## src/rtl/pll_reset_ctrl.sv

```systemverilog
// PLL reset/lock sequencer: timed PLL reset pulse, lock wait with timeout and retry, lock qualification.
// Optional lock-loss event counter on loss_cnt_o when PLL_LOCK_LOSS_CNT_EN is defined.
module pll_reset_ctrl #(
    parameter int RST_PULSE_CYC    = 16,
    parameter int LOCK_TIMEOUT_CYC = 27000,
    parameter int LOCK_STABLE_CYC  = 1024,
    parameter int MAX_RETRY        = 7
) (
    input  logic       clkin_i,
    input  logic       reset_i,
    input  logic       lock_i,
    input  logic       force_relock_i,
    output logic       pll_reset_o,
    output logic       ready_o,
    output logic       fault_o,
    output logic [3:0] retry_cnt_o,
    output logic [2:0] state_o
`ifdef PLL_LOCK_LOSS_CNT_EN
    ,
    output logic [7:0] loss_cnt_o
`endif
);

    localparam int MAX_AB  = (RST_PULSE_CYC > LOCK_TIMEOUT_CYC) ? RST_PULSE_CYC : LOCK_TIMEOUT_CYC;
    localparam int CNT_MAX = (MAX_AB > LOCK_STABLE_CYC) ? MAX_AB : LOCK_STABLE_CYC;
    localparam int CNT_W   = $clog2(CNT_MAX + 1);

    typedef enum logic [2:0] {
        ST_RST_PULSE  = 3'd0,
        ST_WAIT_LOCK  = 3'd1,
        ST_STABLE_CHK = 3'd2,
        ST_READY      = 3'd3,
        ST_FAULT      = 3'd4
    } state_t;

    state_t             state_q, state_d;
    logic [CNT_W-1:0]   cnt_q, cnt_d;
    logic [3:0]         retry_q, retry_d;
    logic               pll_reset_q, pll_reset_d;
    logic               ready_q, ready_d;
    logic               fault_q, fault_d;
    logic               sync1_q, lock_s_q;
    logic [7:0]         loss_q, loss_d;

    // Next-state, counter and output decode; outputs follow the next state so they change with it.
    always_comb begin
        state_d = state_q;
        cnt_d   = cnt_q;
        retry_d = retry_q;
        loss_d  = loss_q;
        if (force_relock_i) begin
            state_d = ST_RST_PULSE;
            cnt_d   = {CNT_W{1'b0}};
            retry_d = 4'd0;
        end else begin
            case (state_q)
                ST_RST_PULSE: begin
                    if (cnt_q == CNT_W'(RST_PULSE_CYC - 1)) begin
                        state_d = ST_WAIT_LOCK;
                        cnt_d   = {CNT_W{1'b0}};
                    end else begin
                        cnt_d = cnt_q + CNT_W'(1);
                    end
                end
                ST_WAIT_LOCK: begin
                    if (lock_s_q) begin
                        state_d = ST_STABLE_CHK;
                        cnt_d   = {CNT_W{1'b0}};
                    end else if (cnt_q == CNT_W'(LOCK_TIMEOUT_CYC - 1)) begin
                        cnt_d = {CNT_W{1'b0}};
                        if (retry_q == 4'(MAX_RETRY)) begin
                            state_d = ST_FAULT;
                        end else begin
                            state_d = ST_RST_PULSE;
                            retry_d = retry_q + 4'd1;
                        end
                    end else begin
                        cnt_d = cnt_q + CNT_W'(1);
                    end
                end
                ST_STABLE_CHK: begin
                    if (!lock_s_q) begin
                        state_d = ST_WAIT_LOCK;
                        cnt_d   = {CNT_W{1'b0}};
                    end else if (cnt_q == CNT_W'(LOCK_STABLE_CYC - 1)) begin
                        state_d = ST_READY;
                        cnt_d   = {CNT_W{1'b0}};
                    end else begin
                        cnt_d = cnt_q + CNT_W'(1);
                    end
                end
                ST_READY: begin
                    if (!lock_s_q) begin
                        state_d = ST_RST_PULSE;
                        cnt_d   = {CNT_W{1'b0}};
                        retry_d = 4'd0;
                        if (loss_q != 8'hFF) begin
                            loss_d = loss_q + 8'd1;
                        end else begin
                            loss_d = loss_q;
                        end
                    end else begin
                        state_d = ST_READY;
                    end
                end
                ST_FAULT: begin
                    state_d = ST_FAULT;
                end
                default: begin
                    state_d = ST_RST_PULSE;
                    cnt_d   = {CNT_W{1'b0}};
                    retry_d = 4'd0;
                end
            endcase
        end
        pll_reset_d = (state_d == ST_RST_PULSE) || (state_d == ST_FAULT);
        ready_d     = (state_d == ST_READY);
        fault_d     = (state_d == ST_FAULT);
    end

    // Lock synchronizer, FSM state, counters and registered outputs.
    always_ff @(posedge clkin_i or posedge reset_i) begin
        if (reset_i) begin
            sync1_q     <= 1'b0;
            lock_s_q    <= 1'b0;
            state_q     <= ST_RST_PULSE;
            cnt_q       <= {CNT_W{1'b0}};
            retry_q     <= 4'd0;
            loss_q      <= 8'd0;
            pll_reset_q <= 1'b1;
            ready_q     <= 1'b0;
            fault_q     <= 1'b0;
        end else begin
            sync1_q     <= lock_i;
            lock_s_q    <= sync1_q;
            state_q     <= state_d;
            cnt_q       <= cnt_d;
            retry_q     <= retry_d;
            loss_q      <= loss_d;
            pll_reset_q <= pll_reset_d;
            ready_q     <= ready_d;
            fault_q     <= fault_d;
        end
    end

    assign pll_reset_o = pll_reset_q;
    assign ready_o     = ready_q;
    assign fault_o     = fault_q;
    assign retry_cnt_o = retry_q;
    assign state_o     = state_q;

`ifdef PLL_LOCK_LOSS_CNT_EN
    assign loss_cnt_o = loss_q;
`else
    logic unused_loss_s;
    assign unused_loss_s = ^loss_q;
`endif

endmodule

```

## config.mk

```make
export PLATFORM = sky130hd
export DESIGN_NAME = pll_reset_ctrl
export DESIGN_NICKNAME = d
export VERILOG_FILES = /design/src/rtl/pll_reset_ctrl.sv
export SDC_FILE = /design/constraint.sdc
export NUM_CORES = 1
export LEC_CHECK = 0
export CAP_MARGIN = 40
export CORE_UTILIZATION = 59
export CTS_BUF_LIST = sky130_fd_sc_hd__clkbuf_8
export DETAILED_ROUTE_END_ITERATION = 8
export PLACE_DENSITY = 0.88
export REMOVE_ABC_BUFFERS = 1
export SYNTH_ARGS = -nofsm -noshare
export SYNTH_HDL_FRONTEND = slang
export SYNTH_SLANG_ARGS = --single-unit
```

## constraint.sdc

```tcl
create_clock -name clkin_i -period 2.4 [get_ports clkin_i]
set_input_delay 0.36 -clock clkin_i [delete_from_list [all_inputs] [get_ports clkin_i]]
set_output_delay 0.36 -clock clkin_i [all_outputs]
set_load 0.02 [all_outputs]
```

==> flow_summary.yaml, run 1 <==
routing:
  wl_mm: 3.366
  dr.pass1.iters: 4
  wl_per_cell_um: 16.66
  num_vias: 1260
  antenna_left: 0
  first_iter_violations: 32
  viasPerCell: 6.238
  drc: 0
critical_path:
  r2r_cells: 6
  crit_type: "reg -> reg"
  end_kind: "flip-flop"
  r2r_start: "cnt_q[9]"
  worst_r2r_endpoint: "cnt_q[3]"
  rrSetupSlack_ps: 100
  cp-start-kind: "flip-flop"
  cp_slowest_cell: "or4_4"
  cp_slowest_stage_delay_ps: 570
  critPathMostFrequentCell: "or4_4"
  worstPathRequired_ps: 2560
  cp.arrival_ps: 2460
  path_cells: "or4_4, or4_4, nor2b_1, o21ai_4, buf_12, o21ai_0"
  cp_max_fo: 15
floorplan:
  die-height_um: 52.55
  initial_core_util: 0.6503
  die_w_um: 52.55
  core_um2: 2318
  ios: 14
  die-area_um2: 2762
  num_rows: 17
clock_network:
  cts_num_sinks: 27
  cts_tree: "yes"
  holdBufCountCts: 0
  h-tree-depth: 1
  cts_buffers: 3
  clk_latency_ps: 280
  cts_buffer_depth: 2
  cts_root_buf: "clkbuf_8"
  clk_pin_slew_worst_paths_ps: 90
synthesis:
  syn_inst: 158
  yosysSeqAreaShare: 0.4490
  synth_ff_type: "dfrtp_1"
  avgSynthCellArea_um2: 9.542
  synth_seq_cells: 27
  ys_warn_count: 0
  synth_edf_count: 0
  synthesis.area_um2: 1508
  async_flop_share: 1.000
  synth.distinct_cells: 46
global_route:
  grt.overflow.total: 0
  antenna_found_initial: 0
  grt_pass1_vias: 1250
  grt_first_pass_wirelength_mm: 5.561
  track_usage: 0.2772
  grt_max_degree: 16
pwr:
  power.leakage_uw: 0.0006952
  peakVddDrop_mv: 0.3574
  power_density_nw_per_um2: 451.3
placed_design:
  place.gp.congestion: 0.8562
  pre_cts_ws_ps: -60.79
  dp_hpwl_mm: 2.319
  port_buffers: 13
cells_and_area:
  nets: 181
  regArea_um2: 676.9
  n_antenna_cell: 0
  synthToLayoutAreaGrowth_pct: 15.52
  multi_input_area_um2: 769.5
  fill_cells: 170
  drive_gt1_frac: 0.1437
timing:
  finalSetupViolCount: 0
  period_minus_slack_ps: 2295
  period_share: 0.9564
  maxSlewHeadroom: 0.6094
  layout_setup_ws_ps: 104.7
  finClkSkew_ps: 2.892
  setup_tns_ps: 0
  report.final.slew_viol_count: 0
  timing.hold.ws_ps: 372.0
  tightest_slew_ps: 577.7
  hold_viol_final: 0
  fmax_mhz: 435.7
  rsz0062_at_grt: "no"
run:
  maxCapViolations: 0
min_path:
  min_path_type: "reg -> reg"
  hold_start: "sync1_q"
  hold_path_end: "lock_s_q"
  holdPathStages: 0
status:
  status: "finished, final reports clean"
[registers in the layout, summed over array words and instances (netlist names)]
signal / cells
retry_cnt_o: 4
state_o: 3
sync1_q: 1
fault_o: 1
cnt_q: 15
pll_reset_o: 1
ready_o: 1
lock_s_q: 1
[cells in the final DEF, fill, tap and decap left out, drive strengths merged, types with 2 or more instances in the layout]
cell           Yosys  layout
nor4b              2       2
or3b               2       2
nor4               2       2
buf                5       7
o21ai             10      10
or3                4       4
xnor2              7       7
nand4              6       6
nand3             10      10
clkbuf             3       3
clkdlybuf4s50      0      13
nand4b             2       2
dfrtp             26      26
nor2               8       8
o41ai              2       2
ha                 2       2
a21oi             16      16
xor2               4       4
inv                5       5
a211oi             2       2
nand2             11      11
or4                2       2
a21o               2       2
nor3               7       7
[worst max-delay path: cells and delay by family, from the launching register on]
family	cells	cell delay (ps)
AOI/OAI and AO/OA	2	270
buffers and inverters	1	150
and+or+nand+nor	3	1300
DFF	1	460
[worst max-delay path by stage]
| stage | start | end | slack (ps) | cells past startpoint |
|---|---|---|---|---|
| after global routing | cnt_q[9] | cnt_q[14] | 70 | 6 |
| after detailed placement | cnt_q[9] | cnt_q[14] | -60 | 5 |
| final | cnt_q[9] | cnt_q[3] | 100 | 6 |
| after global placement | cnt_q[7] | cnt_q[2] | 130 | 5 |
| after CTS | cnt_q[9] | cnt_q[14] | 40 | 6 |
| after floorplan | state_o[2] | cnt_q[13] | 220 | 5 |
[kinds of logic (layout without fill, tap and decap cells)]
kind of cell,Yosys count,after routing,share of synthesized area
mux,1,1,0.007468
fa+ha+maj,2,2,0.01659
simple gates,65,65,0.2531
compound gates,39,39,0.1643
xor+xnor,11,11,0.06390
flops,27,27,0.4490
buf+inv,13,29,0.04564
[report_power, final]
part / total (uW) / internal (uW) / switching (uW)
clock network: 263 / 117 / 146
registers: 471 / 462 / 9.13
logic: 51.7 / 22.4 / 29.4
total: 786 / 601 / 185
[Yosys cell counts, drive strengths merged, types with 2 or more instances]
cell type  count  share of area
nor2           8          0.020
or4            2          0.015
nand4b         2          0.012
nor3           7          0.023
ha             2          0.017
nand4          6          0.025
or3            4          0.018
xnor2          7          0.041
a21o           2          0.010
xor2           4          0.023
nor4b          2          0.012
inv            5          0.012
buf            5          0.026
a211oi         2          0.010
clkbuf         3         0.0075
or3b           2          0.012
nand3         10          0.033
a21oi         16          0.053
nand2         11          0.027
nor4           2          0.012
dfrtp         26           0.43
o21ai         10          0.041
o41ai          2          0.012
[stage by stage]
| stage | total power [uW] | instances | util | instance area (um2) |
|---|---|---|---|---|
| 3_5_place_dp | 527.0 | 197 | 0.7194 | 1668 |
| 2_1_floorplan | 504.4 | 150 | - | 1458 |
| 4_1_cts | 784.4 | 202 | 0.7480 | 1734 |
| 3_3_place_gp | 524.9 | 197 | 0.7194 | 1668 |
| 5_1_grt | 814.6 | 202 | 0.7512 | 1742 |
| 6_report | 786.0 | 202 | 0.7512 | 1742 |
[area by class of cell]
class                   instances  area share
clock buffers                   3     0.02371
clock inverters                 1    0.002874
inverters                       5     0.01078
multi-input cells             118      0.4418
flip-flops and latches         27      0.3886
well taps                      28     0.02011
repair buffers                 20      0.1121
[metal layers]
metal,share of wire,GRT usage,vias to the layer above,routed length (um)
li1,-,-,618,-
met1,0.45,0.3253,605,1500
met2,0.52,0.5169,30,1742
met3,0.023,0.05217,7,79
met4,0.013,0.05702,0,43
met5,0,0,-,0
[what timing repair did]
item,CTS,global route
buffers inserted,1,0
pin swaps,1,0
endpoints found under the setup margin,15,16
gates resized for setup,0,1
No activity file was read; power rests on OpenSTA's default activity.
==> run 2, diff against run 1 <==
GPL_TIMING_DRIVEN = 0   (was unset)
==> run 2 against run 1 <==
Die area is the same. Sequential power barely moved. Core utilization up 0.32 points. Clock power is 3% lower. Clock skew down 1.2 ps. Register-to-register slack got worse by 40 ps. Critical path depth did not move. Final area grew 0.43%. Worst setup slack got worse by 41 ps. Total power fell by 0.94%. Sequential share of layout area shrank 0.17 points. Hold slack got worse by 9.4 ps. Largest power group unchanged. Highest routed layer unchanged.
==> flow_summary.yaml, run 2 (synthesis results as in run 1) <==
timing:
  tightest_slew_ps: 545.9
  report.final.slew_viol_count: 0
  rsz0062_at_grt: "no"
  finalSetupViolCount: 0
  fmax_mhz: 428.0
  period_minus_slack_ps: 2336
  maxSlewHeadroom: 0.6309
  layout_setup_ws_ps: 63.56
  hold_viol_final: 0
  period_share: 0.9735
  finClkSkew_ps: 1.688
clock_network:
  cts_root_buf: "clkbuf_8"
  cts_tree: "yes"
  cts_buffers: 3
  clk_latency_ps: 270
  h-tree-depth: 1
  cts_buffer_depth: 2
  clk_pin_slew_worst_paths_ps: 90
  cts_num_sinks: 27
floorplan:
  die_w_um: 52.55
  num_rows: 17
  die-area_um2: 2762
  die-height_um: 52.55
  core_um2: 2318
  ios: 14
  initial_core_util: 0.6503
critical_path:
  r2r_start: "cnt_q[9]"
  endpoint: "cnt_q[8]"
  cp-startpoint: "cnt_q[9]"
  end_kind: "flip-flop"
  cp-start-kind: "flip-flop"
  worst_r2r_endpoint: "cnt_q[8]"
  rrSetupSlack_ps: 60
  cp_max_fo: 8
  r2r_cells: 6
  cp.arrival_ps: 2480
  crit_type: "reg -> reg"
  worstPathRequired_ps: 2540
routing:
  first_iter_violations: 26
  dr.pass1.iters: 4
  wl_mm: 3.143
  antenna_left: 0
  viasPerCell: 6.209
  wl_per_cell_um: 15.64
  num_vias: 1248
  drc: 0
global_route:
  track_usage: 0.2635
  antenna_found_initial: 0
  grt_first_pass_wirelength_mm: 5.154
  grt.overflow.total: 0
  grt_pass1_vias: 1103
  grt_max_degree: 16
cells_and_area:
  post-route-util: 0.7545
  nets: 180
  n_antenna_cell: 0
  final_common_cell: "dfrtp_1"
  synthToLayoutAreaGrowth_pct: 16.02
  regMostFlops: "cnt_q"
  drive_gt1_frac: 0.1445
  design_area_um2: 1749
  largest_reg_flops: 15
  mostFrequentLayoutCells: "dfrtp_1 (26), a21oi_1 (16), clkdlybuf4s50_1 (13), nand2_1 (11), nand3_1 (10)"
  fill_cells: 170
pwr:
  finalPower_uw: 778.6
  power_density_nw_per_um2: 445.1
  power.leakage_uw: 0.0006955
  peakVddDrop_mv: 0.4802
placed_design:
  pre_cts_ws_ps: -29.84
  dp_hpwl_mm: 2.251
  place_area_um2: 1645
  port_buffers: 13
  place.gp.congestion: 0.8627
min_path:
  min_path_type: "reg -> reg"
run:
  maxCapViolations: 0
status:
  status: "finished, final reports clean"
run 2: repair_timing:
| action | 4_1_cts | 5_1_grt |
|---|---|---|
| hold buffers | 0 | 0 |
| setup endpoints to repair | 15 | 15 |
| gates resized for setup | 0 | 2 |
| pin swaps | 1 | 0 |
| buffers inserted | 2 | 2 |
run 2: worst min path at each step:
| stage | start | to | slack, ps | cells past startpoint |
|---|---|---|---|---|
| after detailed placement | sync1_q | lock_s_q | 350 | 0 |
| after CTS | sync1_q | lock_s_q | 370 | 0 |
| after floorplan | sync1_q | lock_s_q | 330 | 0 |
| after global placement | sync1_q | lock_s_q | 340 | 0 |
| after global routing | sync1_q | lock_s_q | 380 | 0 |
| final | sync1_q | lock_s_q | 360 | 0 |
run 2: cell type report:
cell class | count | area, um2 | share of cell area
Sequential cell | 27 | 676.9 | 0.3870
Clock inverter | 1 | 5.005 | 0.002861
Multi-Input combinational cell | 118 | 777.0 | 0.4442
Clock buffer | 3 | 41.29 | 0.02361
Timing Repair Buffer | 19 | 195.2 | 0.1116
Inverter | 5 | 18.77 | 0.01073
Tap cell | 28 | 35.03 | 0.02003
run 2: per-stage QoR:
step                TNS [ps]  instances  hold WS [ps]
floorplan                  0        150         331.2
global placement      -24.92        191         335.4
detailed placement    -31.19        193         348.3
CTS                        0        199         366.3
global route               0        201         377.7
finish                     0        201         362.6
run 2: power by group:
group	internal (uW)	switching, uW	total, uW
Clock	116	139	256
Combinational	22.8	29.4	52.2
Sequential	462	8.68	471
Total	601	177	779
run 2: worst max-delay path: stages (launching register included):
cell and delay, ps:
dfrtp_1 450, or4_4 570, or4_4 560, nor2b_1 170, o21ai_4 180, buf_4 180
a21oi_1 80
run 2: routing by layer:
| metal | vias up | part of all wire | routed length (um) | track usage |
|---|---|---|---|---|
| met5 | - | 0 | 0 | 0 |
| met4 | 0 | 0.017 | 53 | 0.1228 |
| met3 | 5 | 0.034 | 107 | 0.02609 |
| li1 | 613 | - | - | - |
| met1 | 598 | 0.45 | 1404 | 0.3383 |
| met2 | 32 | 0.50 | 1578 | 0.4430 |
